--- config.mk ---
export PLATFORM = sky130hd
export DESIGN_NAME = ram_access_scheduler
export DESIGN_NICKNAME = d
export VERILOG_FILES = /design/src/rtl/ram_access_scheduler.sv
export SDC_FILE = /design/constraint.sdc
export NUM_CORES = 1
export LEC_CHECK = 0
export ABC_AREA = 1
export CORE_MARGIN = 4
export CORE_UTILIZATION = 45
export CTS_CLUSTER_SIZE = 12
export DETAILED_ROUTE_END_ITERATION = 7
export PLACE_DENSITY_LB_ADDON = 0.15
export SYNTH_ARGS = -nofsm -noshare
export SYNTH_HDL_FRONTEND = slang
export SYNTH_SLANG_ARGS = --single-unit
--- constraint.sdc ---
create_clock -name clk -period 2.55 [get_ports clk]
set_input_delay 0.3825 -clock clk [delete_from_list [all_inputs] [get_ports clk]]
set_output_delay 0.3825 -clock clk [all_outputs]
set_load 0.03 [all_outputs]
--- src/rtl/ram_access_scheduler.sv ---
// Round-robin scheduler sharing one single-port RAM (1-cycle read latency)
// between two requesters, each with a start/ready/done handshake and a one-entry buffer.
module ram_access_scheduler #(
    parameter int ADDR_WIDTH = 4,
    parameter int DATA_WIDTH = 16
) (
    input  logic                  clk,
    input  logic                  rst,
    input  logic                  req0_start,
    input  logic                  req0_we,
    input  logic [ADDR_WIDTH-1:0] req0_addr,
    input  logic [DATA_WIDTH-1:0] req0_wdata,
    input  logic                  req1_start,
    input  logic                  req1_we,
    input  logic [ADDR_WIDTH-1:0] req1_addr,
    input  logic [DATA_WIDTH-1:0] req1_wdata,
    output logic                  req0_ready,
    output logic                  req1_ready,
    output logic                  req0_done,
    output logic                  req1_done,
    output logic [DATA_WIDTH-1:0] req0_rdata,
    output logic [DATA_WIDTH-1:0] req1_rdata,
    output logic                  ram_en,
    output logic                  ram_we,
    output logic [ADDR_WIDTH-1:0] ram_addr,
    output logic [DATA_WIDTH-1:0] ram_wdata,
    input  logic [DATA_WIDTH-1:0] ram_rdata
);

    typedef enum logic [1:0] {S_IDLE, S_ISSUE, S_WAIT, S_DONE} state_t;

    state_t                r_state;
    logic [1:0]            r_pending;
    logic [1:0]            r_buf_we;
    logic [ADDR_WIDTH-1:0] r_buf_addr  [2];
    logic [DATA_WIDTH-1:0] r_buf_wdata [2];
    logic                  r_owner;
    logic                  r_last_grant;
    logic                  r_cmd_we;
    logic                  r_ram_en;
    logic                  r_ram_we;
    logic [ADDR_WIDTH-1:0] r_ram_addr;
    logic [DATA_WIDTH-1:0] r_ram_wdata;
    logic [1:0]            r_done;
    logic [DATA_WIDTH-1:0] r_rdata [2];

    logic [1:0]            w_start;
    logic [1:0]            w_in_we;
    logic [ADDR_WIDTH-1:0] w_in_addr  [2];
    logic [DATA_WIDTH-1:0] w_in_wdata [2];
    logic                  w_busy;
    logic                  w_free;
    logic [1:0]            w_ready;
    logic [1:0]            w_acc;
    logic [1:0]            w_cand;
    logic [1:0]            w_capture;
    logic                  w_win;
    logic                  w_sel_we;
    logic [ADDR_WIDTH-1:0] w_sel_addr;
    logic [DATA_WIDTH-1:0] w_sel_wdata;

    always_comb begin
        w_start       = {req1_start, req0_start};
        w_in_we       = {req1_we, req0_we};
        w_in_addr[0]  = req0_addr;
        w_in_addr[1]  = req1_addr;
        w_in_wdata[0] = req0_wdata;
        w_in_wdata[1] = req1_wdata;

        w_busy     = (r_state == S_ISSUE) || (r_state == S_WAIT);
        w_free     = (r_state == S_IDLE) || (r_state == S_DONE);
        w_ready[0] = !r_pending[0] && !(w_busy && (r_owner == 1'b0));
        w_ready[1] = !r_pending[1] && !(w_busy && (r_owner == 1'b1));
        w_acc      = w_start & w_ready;
        w_cand     = r_pending | w_acc;

        // Tie goes to the requester that did not win last time.
        w_win = (&w_cand) ? ~r_last_grant : w_cand[1];

        // A start that is not granted this edge is parked in its buffer.
        w_capture[0] = w_acc[0] && !(w_free && (w_win == 1'b0));
        w_capture[1] = w_acc[1] && !(w_free && (w_win == 1'b1));

        w_sel_we    = r_pending[w_win] ? r_buf_we[w_win]    : w_in_we[w_win];
        w_sel_addr  = r_pending[w_win] ? r_buf_addr[w_win]  : w_in_addr[w_win];
        w_sel_wdata = r_pending[w_win] ? r_buf_wdata[w_win] : w_in_wdata[w_win];
    end

    always_ff @(posedge clk) begin
        if (rst) begin
            r_state      <= S_IDLE;
            r_pending    <= '0;
            r_buf_we     <= '0;
            r_owner      <= 1'b0;
            r_last_grant <= 1'b1;
            r_cmd_we     <= 1'b0;
            r_ram_en     <= 1'b0;
            r_ram_we     <= 1'b0;
            r_ram_addr   <= '0;
            r_ram_wdata  <= '0;
            r_done       <= '0;
            for (int unsigned i = 0; i < 2; i++) begin
                r_buf_addr[i]  <= '0;
                r_buf_wdata[i] <= '0;
                r_rdata[i]     <= '0;
            end
        end else begin
            r_done   <= '0;
            r_ram_en <= 1'b0;
            r_ram_we <= 1'b0;

            for (int unsigned i = 0; i < 2; i++) begin
                if (w_capture[i]) begin
                    r_pending[i]   <= 1'b1;
                    r_buf_we[i]    <= w_in_we[i];
                    r_buf_addr[i]  <= w_in_addr[i];
                    r_buf_wdata[i] <= w_in_wdata[i];
                end
            end

            case (r_state)
                S_IDLE, S_DONE: begin
                    if (|w_cand) begin
                        r_state            <= S_ISSUE;
                        r_owner            <= w_win;
                        r_last_grant       <= w_win;
                        r_pending[w_win]   <= 1'b0;
                        r_cmd_we           <= w_sel_we;
                        r_ram_en           <= 1'b1;
                        r_ram_we           <= w_sel_we;
                        r_ram_addr         <= w_sel_addr;
                        r_ram_wdata        <= w_sel_wdata;
                    end else begin
                        r_state <= S_IDLE;
                    end
                end
                S_ISSUE: r_state <= S_WAIT;
                S_WAIT: begin
                    r_state          <= S_DONE;
                    r_done[r_owner]  <= 1'b1;
                    if (!r_cmd_we)
                        r_rdata[r_owner] <= ram_rdata;
                end
                default: r_state <= S_IDLE;
            endcase
        end
    end

    assign req0_ready = w_ready[0];
    assign req1_ready = w_ready[1];
    assign req0_done  = r_done[0];
    assign req1_done  = r_done[1];
    assign req0_rdata = r_rdata[0];
    assign req1_rdata = r_rdata[1];
    assign ram_en     = r_ram_en;
    assign ram_we     = r_ram_we;
    assign ram_addr   = r_ram_addr;
    assign ram_wdata  = r_ram_wdata;

endmodule

==> out/results.ini <==
[floorplan]
pin_count=120
die_y_um=112
core_area_mm2=0.0104
die_area_mm2=0.0125
start_util_pct=46.7
num_rows=37
die_x_um=112

[sta]
relSlewSlack_pct=66.5
hold_viol_final=0
tightestPinTransition_ps=501
clock_skew_ps=9.32
setup_tns_ps=0
period_share_pct=90.3
whs_ps=473
setup_slack_ps=248
rsz0062_at_grt=no
fin_crit_ps=2300
fmax_ghz=0.434
finalSetupViolCount=0
drv_slew=0

[critical_path]
path_buf_inv=2
crit_type=flop to flop
worst-endpoint-arrival_ps=2560
worst-path-max-fanout=21
cp_slowest_stage_delay_ps=400
path_delay_family=simple AND/OR/NAND/NOR gates
cp_slowest_cell=nand2_2
crit_required_ps=2810
critPathLaunchType=flop
path_cells=inv_1 -> ha_1 -> nor2_2 -> o21bai_4 -> nand2_2 -> buf_4 -> nand2_1 -> nand2_2 -> o211ai_1 -> nand3_1 -> nand2_1
end_kind=flop

[cells_and_area]
drive_above_1_share_pct=9.16
fin_util_pct=61.5
syn_to_final_growth_pct=31.9
nets=735
fin_cells=813
nFillCells=916
diodes=0

[global_routing]
grt_antenna_before_repair=0
grt_max_degree=41
grt-ovfl-total=0
grt_pass1_vias=3778
track_usage_pct=19.2
grt_pass1_wl_mm=19.2

[yosys]
synth_cell_types=27
synth_top_cell_by_area=edfxtp_1
synth_cells=551
synth.top_cell.area_share_pct=44.5
syn_nets=614
synthTopCellsByCount=139 x nand2_1, 88 x inv_1, 72 x edfxtp_1
ys_top_cells_by_area=edfxtp_1 44%, dfxtp_1 14%, nand2_1 11%
ys_seq_area_share_pct=58.1
syn_area_mm2=0.00486
ys_seq_elements=105
synthFlopType=edfxtp_1
synth_edf_count=72
ys_async_sr_fraction_pct=0
avgSynthCellArea_um2=8.82
yosysMostFrequentCell=nand2_1
yosys_warnings=0

[pwr]
p_int_mw=4.18
power.density_mw_per_mm2=1150
combPwrFrac_pct=51.0
p_sw_share_pct=43.5
peakVddDrop_mv=0.751
share_seq_of_total_power_pct=34.1
p_sw_mw=3.22
leakage_nw=2.85
power.share.clock_pct=14.9

[clocking]
clock_latency_ps=370
cts-root-buf=clkbuf_8
cts_tree=built
clk_path_buf_depth=2
htreeDepth=3
cts_sinks=105
path_clk_slew_ps=110
cts_inserted_buffers=9
cts_hold_buf=0

[drt]
drc=0
viasPerCell=4.78
drt-total-wl_mm=11.7
detail-route-antenna-nets=0
first_pass_iters=4
first_iter_violations=182
via_count=3889
wl_per_cell_um=14.4

[place]
pre_cts_slack_ps=216
place_inst=797
dp_hpwl_mm=8.05
port_buffers=119
place_congestion=0.792

[run_status]
status=complete, no violations

[flow_run]
max-cap-violations=0

[min_path]
hold_path_class=flop to flop

[worst reg2reg max path: cells and delay by family (launching register included)]
family / cells / cell delay (ps)
AO/OA/AOI/OAI: 2 / 270
adder cells (fa/ha/maj): 1 / 310
buffers and inverters: 2 / 310
flip-flops: 1 / 320
AND/OR/NAND/NOR: 6 / 980
[state kept, by name (all words and copies together), names as in the netlist, 2 cells and up]
signal       flops
r_buf_addr       8
r_buf_wdata     32
r_buf_we         2
r_done           2
r_pending        2
r_rdata         32
r_state          2
ram_addr         4
ram_wdata       16
[power by group through the flow]
stage               sequential, mW  clock, mW  combinational, mW
floorplan                     2.85          0               2.41
global placement              2.55          0               3.73
detailed placement            2.56          0               3.80
CTS                           2.53       1.12               3.82
global route                  2.58       1.20               4.20
finish                        2.52       1.10               3.78
[final timing paths]
check | from | end | slack, ps | cells past startpoint
worst max-delay path | r_state[0] | r_cmd_we | 250 | 11
worst min-delay path | ram_wdata[12] | ram_wdata[12] | 470 | 2
worst max register to register | r_state[0] | r_cmd_we | 250 | 11
worst min register to register | ram_wdata[12] | ram_wdata[12] | 470 | 2
[metal layers]
layer	GRT usage, %	up-vias	routed length, µm
li1	-	1962	-
met1	24.9	1789	5080
met2	32.1	123	5700
met3	4.51	15	756
met4	5.68	0	176
met5	0	-	0
[cells in the final DEF, fill, tap and decap left out]
| master | n |
|---|---|
| inv_2 | 3 |
| edfxtp_1 | 72 |
| dfxtp_1 | 33 |
| clkbuf_8 | 9 |
| inv_1 | 88 |
| nor2_2 | 11 |
| bufinv_16 | 1 |
| clkdlybuf4s50_1 | 118 |
| nand3b_1 | 19 |
| o21ai_2 | 2 |
| clkinvlp_4 | 1 |
| clkinv_4 | 1 |
| dlymetal6s2s_1 | 1 |
| nand4_1 | 1 |
| nor2_1 | 67 |
| buf_4 | 19 |
| o21bai_4 | 1 |
| and3_1 | 1 |
| inv_8 | 2 |
| a21oi_1 | 24 |
| o21ai_0 | 4 |
| nand3_1 | 44 |
| nand2_4 | 2 |
| nand3_4 | 1 |
| o211ai_1 | 1 |
| a21oi_2 | 1 |
| ha_1 | 1 |
| nor3_1 | 1 |
| nand2_1 | 139 |
| nand3_2 | 1 |
| o21ai_1 | 1 |
| buf_12 | 1 |
| inv_6 | 2 |
| nand2_2 | 4 |
[logic make-up (layout without fill, tap and decap cells)]
group	Yosys count	in the layout	synth area share, %
and+or+nand+nor	291	291	26.7
buffers and inverters	120	246	11.0
DFF	105	105	58.1
AOI/OAI and AO/OA	34	34	3.99
adders and majority gates	1	1	0.257
[per-stage QoR]
step | total power, mW | area (µm²)
after CTS | 7.47 | 6410
after detailed placement | 6.37 | 6200
after global placement | 6.28 | 6200
final | 7.40 | 6410
after global routing | 7.98 | 6410
after floorplan | 5.26 | 4860
[repair_timing]
item | CTS | global route
gates resized for setup | 0 | 1
endpoints found under the setup margin | 0 | 1
buffers inserted | 0 | 0
[final cells by class]
class	count	area, µm²	share of cell area, %
flip-flops and latches	105	2820	44.0
repair buffers	139	1360	21.2
clock buffers	9	124	1.93
clock inverters	7	86.3	1.35
well taps	136	170	2.66
multi-input cells	326	1510	23.5
inverters	91	342	5.33
Power figures use the tool's default switching activity.
